File: src/rtl/cam_stream_gen.sv
// OV7670-style parallel camera emulator: streams a frame from sync-read memory as vsync/href/byte pairs.
// Optional CAM_STREAM_GEN_PATTERN_EN substitutes a {line, column} test pattern for pix_data.
module cam_stream_gen #(
  parameter int unsigned AW        = 15,
  parameter int unsigned DW        = 12,
  parameter int unsigned H_PIX     = 160,
  parameter int unsigned V_LINES   = 120,
  parameter int unsigned H_BLANK   = 16,
  parameter int unsigned VSYNC_CYC = 8,
  parameter int unsigned V_BACK    = 8
) (
  input  logic          CAM_pclk,
  input  logic          rst,
  input  logic          en,
  input  logic          pat_en,
  output logic [AW-1:0] pix_addr,
  input  logic [DW-1:0] pix_data,
  output logic          CAM_vsync,
  output logic          CAM_href,
  output logic [7:0]    CAM_px_data,
  output logic          busy,
  output logic          frame_done
);

  localparam int unsigned COL_W   = $clog2(2 * H_PIX);
  localparam int unsigned LINE_W  = (V_LINES > 1) ? $clog2(V_LINES) : 1;
  localparam int unsigned BLK_MX0 = (VSYNC_CYC > V_BACK) ? VSYNC_CYC : V_BACK;
  localparam int unsigned BLK_MAX = (BLK_MX0 > H_BLANK) ? BLK_MX0 : H_BLANK;
  localparam int unsigned BLK_W   = $clog2(BLK_MAX + 1);

  typedef enum logic [2:0] {
    S_IDLE, S_VSYNC, S_VBACK, S_LINE, S_HBLANK, S_DONE
  } state_t;

  state_t              state_q, state_d;
  logic [BLK_W-1:0]    blk_q, blk_d;
  logic [COL_W-1:0]    col_q, col_d;
  logic [LINE_W-1:0]   line_q, line_d;
  logic [AW-1:0]       nxt_q, nxt_d;
  logic [7:0]          hold_q, hold_d;
  logic                pat_q, pat_d;

  logic [AW-1:0]       addr_d;
  logic                vsync_d, href_d, busy_d, done_d, fetch;
  logic [7:0]          px_d;
  logic [11:0]         src;

  // State, counters and registered outputs
  always_ff @(posedge CAM_pclk) begin
    if (rst) begin
      state_q     <= S_IDLE;
      blk_q       <= '0;
      col_q       <= '0;
      line_q      <= '0;
      nxt_q       <= '0;
      hold_q      <= '0;
      pat_q       <= 1'b0;
      pix_addr    <= '0;
      CAM_vsync   <= 1'b0;
      CAM_href    <= 1'b0;
      CAM_px_data <= '0;
      busy        <= 1'b0;
      frame_done  <= 1'b0;
    end else begin
      state_q     <= state_d;
      blk_q       <= blk_d;
      col_q       <= col_d;
      line_q      <= line_d;
      nxt_q       <= nxt_d;
      hold_q      <= hold_d;
      pat_q       <= pat_d;
      pix_addr    <= addr_d;
      CAM_vsync   <= vsync_d;
      CAM_href    <= href_d;
      CAM_px_data <= px_d;
      busy        <= busy_d;
      frame_done  <= done_d;
    end
  end

  // Next state plus the output values for the cycle that state_d describes
  always_comb begin
    state_d = state_q;
    blk_d   = blk_q;
    col_d   = col_q;
    line_d  = line_q;
    nxt_d   = nxt_q;
    hold_d  = hold_q;
    pat_d   = pat_q;
    addr_d  = pix_addr;
    px_d    = '0;

    case (state_q)
      S_IDLE: begin
        if (en) begin
          state_d = S_VSYNC;
          blk_d   = '0;
        end
      end
      S_VSYNC: begin
        if (blk_q == BLK_W'(VSYNC_CYC - 1)) begin
          state_d = S_VBACK;
          blk_d   = '0;
        end else begin
          blk_d = blk_q + BLK_W'(1);
        end
      end
      S_VBACK: begin
        if (blk_q == BLK_W'(V_BACK - 1)) begin
          state_d = S_LINE;
          col_d   = '0;
          line_d  = '0;
        end else begin
          blk_d = blk_q + BLK_W'(1);
        end
      end
      S_LINE: begin
        if (col_q == COL_W'(2 * H_PIX - 1)) begin
          state_d = S_HBLANK;
          blk_d   = '0;
        end else begin
          col_d = col_q + COL_W'(1);
        end
      end
      S_HBLANK: begin
        if (blk_q == BLK_W'(H_BLANK - 1)) begin
          if (line_q == LINE_W'(V_LINES - 1)) begin
            state_d = S_DONE;
          end else begin
            state_d = S_LINE;
            col_d   = '0;
            line_d  = line_q + LINE_W'(1);
          end
        end else begin
          blk_d = blk_q + BLK_W'(1);
        end
      end
      S_DONE: begin
        if (en) begin
          state_d = S_VSYNC;
          blk_d   = '0;
        end else begin
          state_d = S_IDLE;
        end
      end
      default: state_d = S_IDLE;
    endcase

    vsync_d = (state_d == S_VSYNC);
    href_d  = (state_d == S_LINE);
    busy_d  = (state_d != S_IDLE);
    done_d  = (state_d == S_DONE);

    // Frame start: address sequence restarts and the pattern select is latched
    if (state_d == S_VSYNC && state_q != S_VSYNC) begin
      nxt_d = '0;
      pat_d = pat_en;
    end

    // Address leads its pixel's first byte by two cycles
    fetch = (state_d == S_VBACK && blk_d == BLK_W'(V_BACK - 2)) ||
            (state_d == S_HBLANK && blk_d == BLK_W'(H_BLANK - 2) &&
             line_d != LINE_W'(V_LINES - 1)) ||
            (state_d == S_LINE && !col_d[0] && col_d < COL_W'(2 * H_PIX - 2));
    if (fetch) begin
      addr_d = nxt_d;
      nxt_d  = nxt_d + AW'(1);
    end

`ifdef CAM_STREAM_GEN_PATTERN_EN
    src = pat_q ? {4'(line_d), 8'(col_d >> 1)} : 12'(pix_data);
`else
    src = 12'(pix_data);
`endif

    // Upper nibble first; low byte parked for the following cycle
    if (state_d == S_LINE) begin
      if (!col_d[0]) begin
        px_d   = {4'h0, src[11:8]};
        hold_d = src[7:0];
      end else begin
        px_d = hold_q;
      end
    end
  end

`ifndef CAM_STREAM_GEN_PATTERN_EN
  logic unused_pat;
  assign unused_pat = pat_en;
`endif

endmodule

File: config.mk
export PLATFORM = sky130hd
export DESIGN_NAME = cam_stream_gen
export DESIGN_NICKNAME = d
export VERILOG_FILES = /design/src/rtl/cam_stream_gen.sv
export SDC_FILE = /design/constraint.sdc
export NUM_CORES = 1
export LEC_CHECK = 0
export BUFFER_PORTS_ARGS = -buffer_cell sky130_fd_sc_hd__buf_2
export CORE_MARGIN = 10
export CORE_UTILIZATION = 35
export CTS_CLUSTER_SIZE = 16
export DETAILED_ROUTE_END_ITERATION = 8
export PLACE_DENSITY = 0.59
export SYNTH_ARGS = -nofsm -noshare
export SYNTH_HDL_FRONTEND = slang
export SYNTH_SLANG_ARGS = --single-unit
File: constraint.sdc
create_clock -name CAM_pclk -period 3.97 [get_ports CAM_pclk]
set_input_delay 0.794 -clock CAM_pclk [delete_from_list [all_inputs] [get_ports CAM_pclk]]
set_output_delay 0.794 -clock CAM_pclk [all_outputs]
set_load 0.03 [all_outputs]
* After elaboration in Yosys (flattened, before gate mapping)
Cells that the tools add are included.
Word-level totals: register bits after elaboration 74, input bits 16, logic and storage cells 79
Cells by class: add/sub/neg operators 4, order comparisons 1, equality and inequality tests 18, multiplexer cells 26, bitwise logic cells 2, reductions and logical operators 15
Operators by type and width (count):
- $mux 9 | 4
- $mux 15 | 2
- $pmux 9 s3 | 1
- $mux 5 | 5
- $pmux 5 s5 | 1
- $mux 7 | 3
- $mux 3 | 6
- $pmux 3 s6 | 1
- $add 15x1->15 const B | 1
- $pmux 7 s2 | 1
- $eq 3x2->1 const B | 4
- $eq 3x3->1 const B | 4
- $eq 5x3->1 const B | 2
- $eq 5x4->1 const B | 2
- $add 9x1->9 const B | 1
- $eq 9x9->1 const B | 1
- $lt 9x9->1 const B | 1
- $add 7x1->7 const B | 1
- $eq 7x7->1 const B | 1
- $ne 7x7->1 const B | 1
- $eq 3x1->1 const B | 2
- $logic_and 1x1->1 | 6
- $add 5x1->5 const B | 1
- $mux 4 | 1
- other kinds (10) | 13

* Longest topological paths before layout
word-level depth 10, gate-level depth with buffers 15, depth with buffers taken out 13

* Worst setup path after synthesis
OpenSTA, ideal clock, no wires.
path type register to register, start reg blk_q[0], end reg nxt_q[1], setup time 0.059 ns, data arrival time 3.230 ns, required time 3.911 ns, setup slack 0.681 ns, stages on the path, launching flop included 15, buffers on the path 2, path through dfxtp_1 -> ha_1 -> and3_1 -> ha_1 -> clkbuf_1 -> nand2_1 -> a21boi_1 -> o211ai_2 -> a221o_1 -> or4_4 -> a21oi_4 -> nor2_2 -> buf_6 -> or4_1 -> nand2_1
Between the ends: word-level cells in the longest chain between the ends 9, elaborated cells on any way between the ends 39, classes of those cells 2 x add/sub; 1 x order compare; 9 x eq/ne; 18 x mux; 9 x reduce/logical
Ends and longest elaborated chain:
- start: declaration | line 36 | logic [BLK_W-1:0] blk_q, blk_d;
- start signal: assignment | line 66 | blk_q <= blk_d;
- parallel branches: the longest is 8 deep, another holds $add 15x1->15
- $mux 15 * | line 165 | if (fetch) begin
- end signal: assignment | line 69 | nxt_q <= nxt_d;
- end: declaration | line 39 | logic [AW-1:0] nxt_q, nxt_d;
Mark *: on every way between the ends. A chain may end at the register's enable or synchronous reset.

* Worst setup path after layout
start reg blk_q[0], end reg nxt_q[14]
Same word-level chain as after synthesis.

==> run_results.csv <==
group,metric,value,unit
pwr,p_sw_share,22.0,%
logic_synthesis,synthArstFlopShare,0,%
grt,first_global_vias,3202,
layout,nNetsFinal,498,
placement,gp_congestion,0.847,
pwr,p_int,1.15,mW
sta,clock.fmax,267,MHz
clock_tree,cts_setup_buffers,0,
pwr,switchingPower,325,µW
clock_tree,worstSkewPairLatency,0.35,ns
clock_tree,cts.sinks,74,
route,ant_nets,0,
floorplan,ioPinCount,43,
setup_path,r2r_slack,0.23,ns
floorplan,die_h,123,µm
floorplan,start_util,35.9,%
sta,rsz0062_at_grt,"no",
logic_synthesis,ys_ff_latch,74,
logic_synthesis,synth_cells,443,
clock_tree,cts_tree,"built",
route,drc_errors,0,
layout,fin_cells,617,
logic_synthesis,syn_area_per_cell,8.37,µm²
outcome,status,"completed",
min_path,holdPathStages,2,
setup_path,cp_max_fo,40,
clock_tree,post_cts_resized,0,
logic_synthesis,synth_edf_count,0,
setup_path,rr_startpoint,"blk_q[0]",
setup_path,crit_type,"reg -> reg",
logic_synthesis,synth_cell_types,65,
floorplan,fp.dieW,123,µm
sta,tightest_slew,0.648,ns
logic_synthesis,yosysWarnings,0,
grt,grt_antenna_before_repair,0,
logic_synthesis,ys_seq_area_share,39.9,%
placement,hpwl,6.32,mm
placement,place_inst,601,
grt,grt_pass1_wl,15.1,mm
grt,track_usage,12.1,%
flow_run,cap_violations,0,
setup_path,worst_setup_path_start_kind,"register",
sta,layout_setup_ws,0.232,ns
route,dr.pass1.iters,5,
sta,layout_min_cycle_time,3.74,ns
sta,final_hold_viol_count,0,
route,wire_per_inst,14.4,µm
clock_tree,postCtsHoldBufs,0,
setup_path,critical_path_arrival,4.02,ns
logic_synthesis,synth_flop_cell,"dfxtp_1",
floorplan,coreArea,10300,µm²
sta,skew,0.0128,ns
route,via_per_inst,5.43,
sta,period_share,94.2,%
route,routed_wl,8.91,mm
grt,overflow,0,
setup_path,required,4.25,ns
placement,dp_slack,0.285,ns
clock_tree,cts_root_buf,"clkbuf_8",
layout,fill_cells,1044,
layout,areaGrowthSynthToFinish,15.1,%
setup_path,crit_path_end_kind,"register",
pwr,power.density,346,nW/µm²
min_path,min_from,"pix_addr[6]",
min_path,hp-class,"reg -> reg",
placement,port_buffers,41,
pwr,peakVddDrop,0.188,mV
clock_tree,clk_path_buf_depth,2,
logic_synthesis,synth_nets,465,
layout,drive_above_1_share,16.4,%
sta,setup_viol_count_final,0,
min_path,holdPathEnd,"pix_addr[6]",
pwr,leakage,1.59,nW
floorplan,fp-row-count,37,
clock_tree,htreeDepth,3,
clock_tree,clk_pin_slew_worst_paths,0.08,ns
clock_tree,cts_buffers,9,
sta,fin_setup_tns,0,ns
sta,max-slew-margin-rel,56.4,%
pwr,seqPwrFrac,50.7,%
pwr,clkPwrFrac,45.6,%
setup_path,r2r-end,"nxt_q[14]",
route,vias,3352,
grt,grt_max_degree,41,
setup_path,reg2reg_depth,13,
logic_synthesis,synth_area,3710,µm²
floorplan,die_area,15100,µm²
layout,diodes,0,
route,drt_iter0_drc,140,
pwr,power.share.combinational,3.7,%
sta,slew_viol_final,0,
[cell families (layout without fill, tap and decap cells)]
| family | Yosys count | in the layout | synth area share (%) |
|---|---|---|---|
| flip-flops | 74 | 74 | 39.9 |
| AO/OA/AOI/OAI | 119 | 119 | 22.5 |
| multiplexers | 14 | 14 | 3.78 |
| adder cells (fa/ha/maj) | 6 | 6 | 2.02 |
| XOR/XNOR | 13 | 13 | 3.07 |
| AND/OR/NAND/NOR | 177 | 177 | 24.2 |
| buffers and inverters | 40 | 78 | 4.49 |
[worst max path at each step]
stage / depth (start not counted) / slack [ns] / start / end
final: 13 / 0.23 / blk_q[0] / nxt_q[14]
after global routing: 13 / 0.08 / blk_q[0] / nxt_q[14]
after global placement: 13 / 0.44 / blk_q[0] / nxt_q[14]
after detailed placement: 13 / 0.28 / blk_q[0] / nxt_q[14]
after floorplan: 14 / 0.68 / blk_q[0] / nxt_q[1]
after CTS: 13 / 0.28 / blk_q[0] / nxt_q[14]
[cell type report]
cell class / count / area, µm² / share of cell area, %
repair buffers: 49 / 278 / 6.51
flip-flops and latches: 74 / 1480 / 34.7
multi-input cells: 329 / 2060 / 48.3
clock inverters: 4 / 73.8 / 1.73
inverters: 13 / 48.8 / 1.14
clock buffers: 12 / 155 / 3.63
well taps: 136 / 170 / 3.99
[per-stage QoR]
stage | total power, mW | utilization, % | area [µm²] | hold slack, ns
detailed placement | 0.820 | 39.1 | 4040 | 0.440
floorplan | 0.801 | - | 3710 | 0.429
global placement | 0.820 | 39.1 | 4040 | 0.435
global route | 1.52 | 41.4 | 4270 | 0.465
CTS | 1.49 | 41.4 | 4270 | 0.451
finish | 1.48 | 41.4 | 4270 | 0.448
[state kept, by name, summed over array words and instances (netlist names)]
register / flops
busy: 1
hold_q: 8
frame_done: 1
pix_addr: 15
blk_q: 5
CAM_href: 1
CAM_vsync: 1
state_q: 3
CAM_px_data: 8
nxt_q: 15
col_q: 9
line_q: 7
[routing by layer]
metal  track usage (%)  wire (µm)  up-vias
li1                  -          -     1663
met1              14.3       3980     1608
met2              20.4       4490       69
met3              2.46        288       12
met4              5.74        159        0
met5                 0          0        -
[cell usage in the layout, fill, tap and decap left out, drive strengths merged, types with 10 or more instances in the layout]
cell type,netlist,routed
buf,10,49
o21ai,18,18
dfxtp,74,74
mux2i,14,14
inv,13,13
nand2,51,51
a21oi,36,36
clkbuf,17,12
nand3,12,12
o211ai,25,25
nor2b,10,10
nor2,47,47
[cell usage after synthesis, types with 8 or more instances]
cell type | instances | area, µm²
and2_1 | 8 | 50.1
nand3_1 | 11 | 55.1
o211ai_1 | 24 | 180
o21ai_0 | 11 | 55.1
nor2_1 | 45 | 169
inv_1 | 11 | 41.3
clkbuf_1 | 17 | 63.8
xor2_1 | 9 | 78.8
a21oi_1 | 35 | 175
dfxtp_1 | 74 | 1480
nand2_1 | 51 | 191
mux2i_1 | 14 | 140
nor2b_1 | 10 | 62.6
and3_1 | 8 | 50.1
[critical path, stage by stage, from the launching register on]
cell,delay [ns]
dfxtp_1,0.35
ha_1,0.24
and3_1,0.17
ha_1,0.32
nor3b_1,0.52
a32oi_1,0.17
a21oi_1,0.21
o32ai_1,0.12
or4_4,0.54
a21oi_4,0.15
nor2_2,0.06
buf_12,0.18
or4_1,0.47
a21oi_1,0.15
[power groups by stage]
stage / Combinational, mW / Sequential [mW] / Clock (mW)
floorplan: 0.0343 / 0.766 / 0
global placement: 0.0538 / 0.766 / 0
detailed placement: 0.0544 / 0.766 / 0
CTS: 0.0547 / 0.748 / 0.689
global route: 0.0606 / 0.749 / 0.712
finish: 0.0543 / 0.748 / 0.674
No activity file was read; power rests on OpenSTA's default activity.
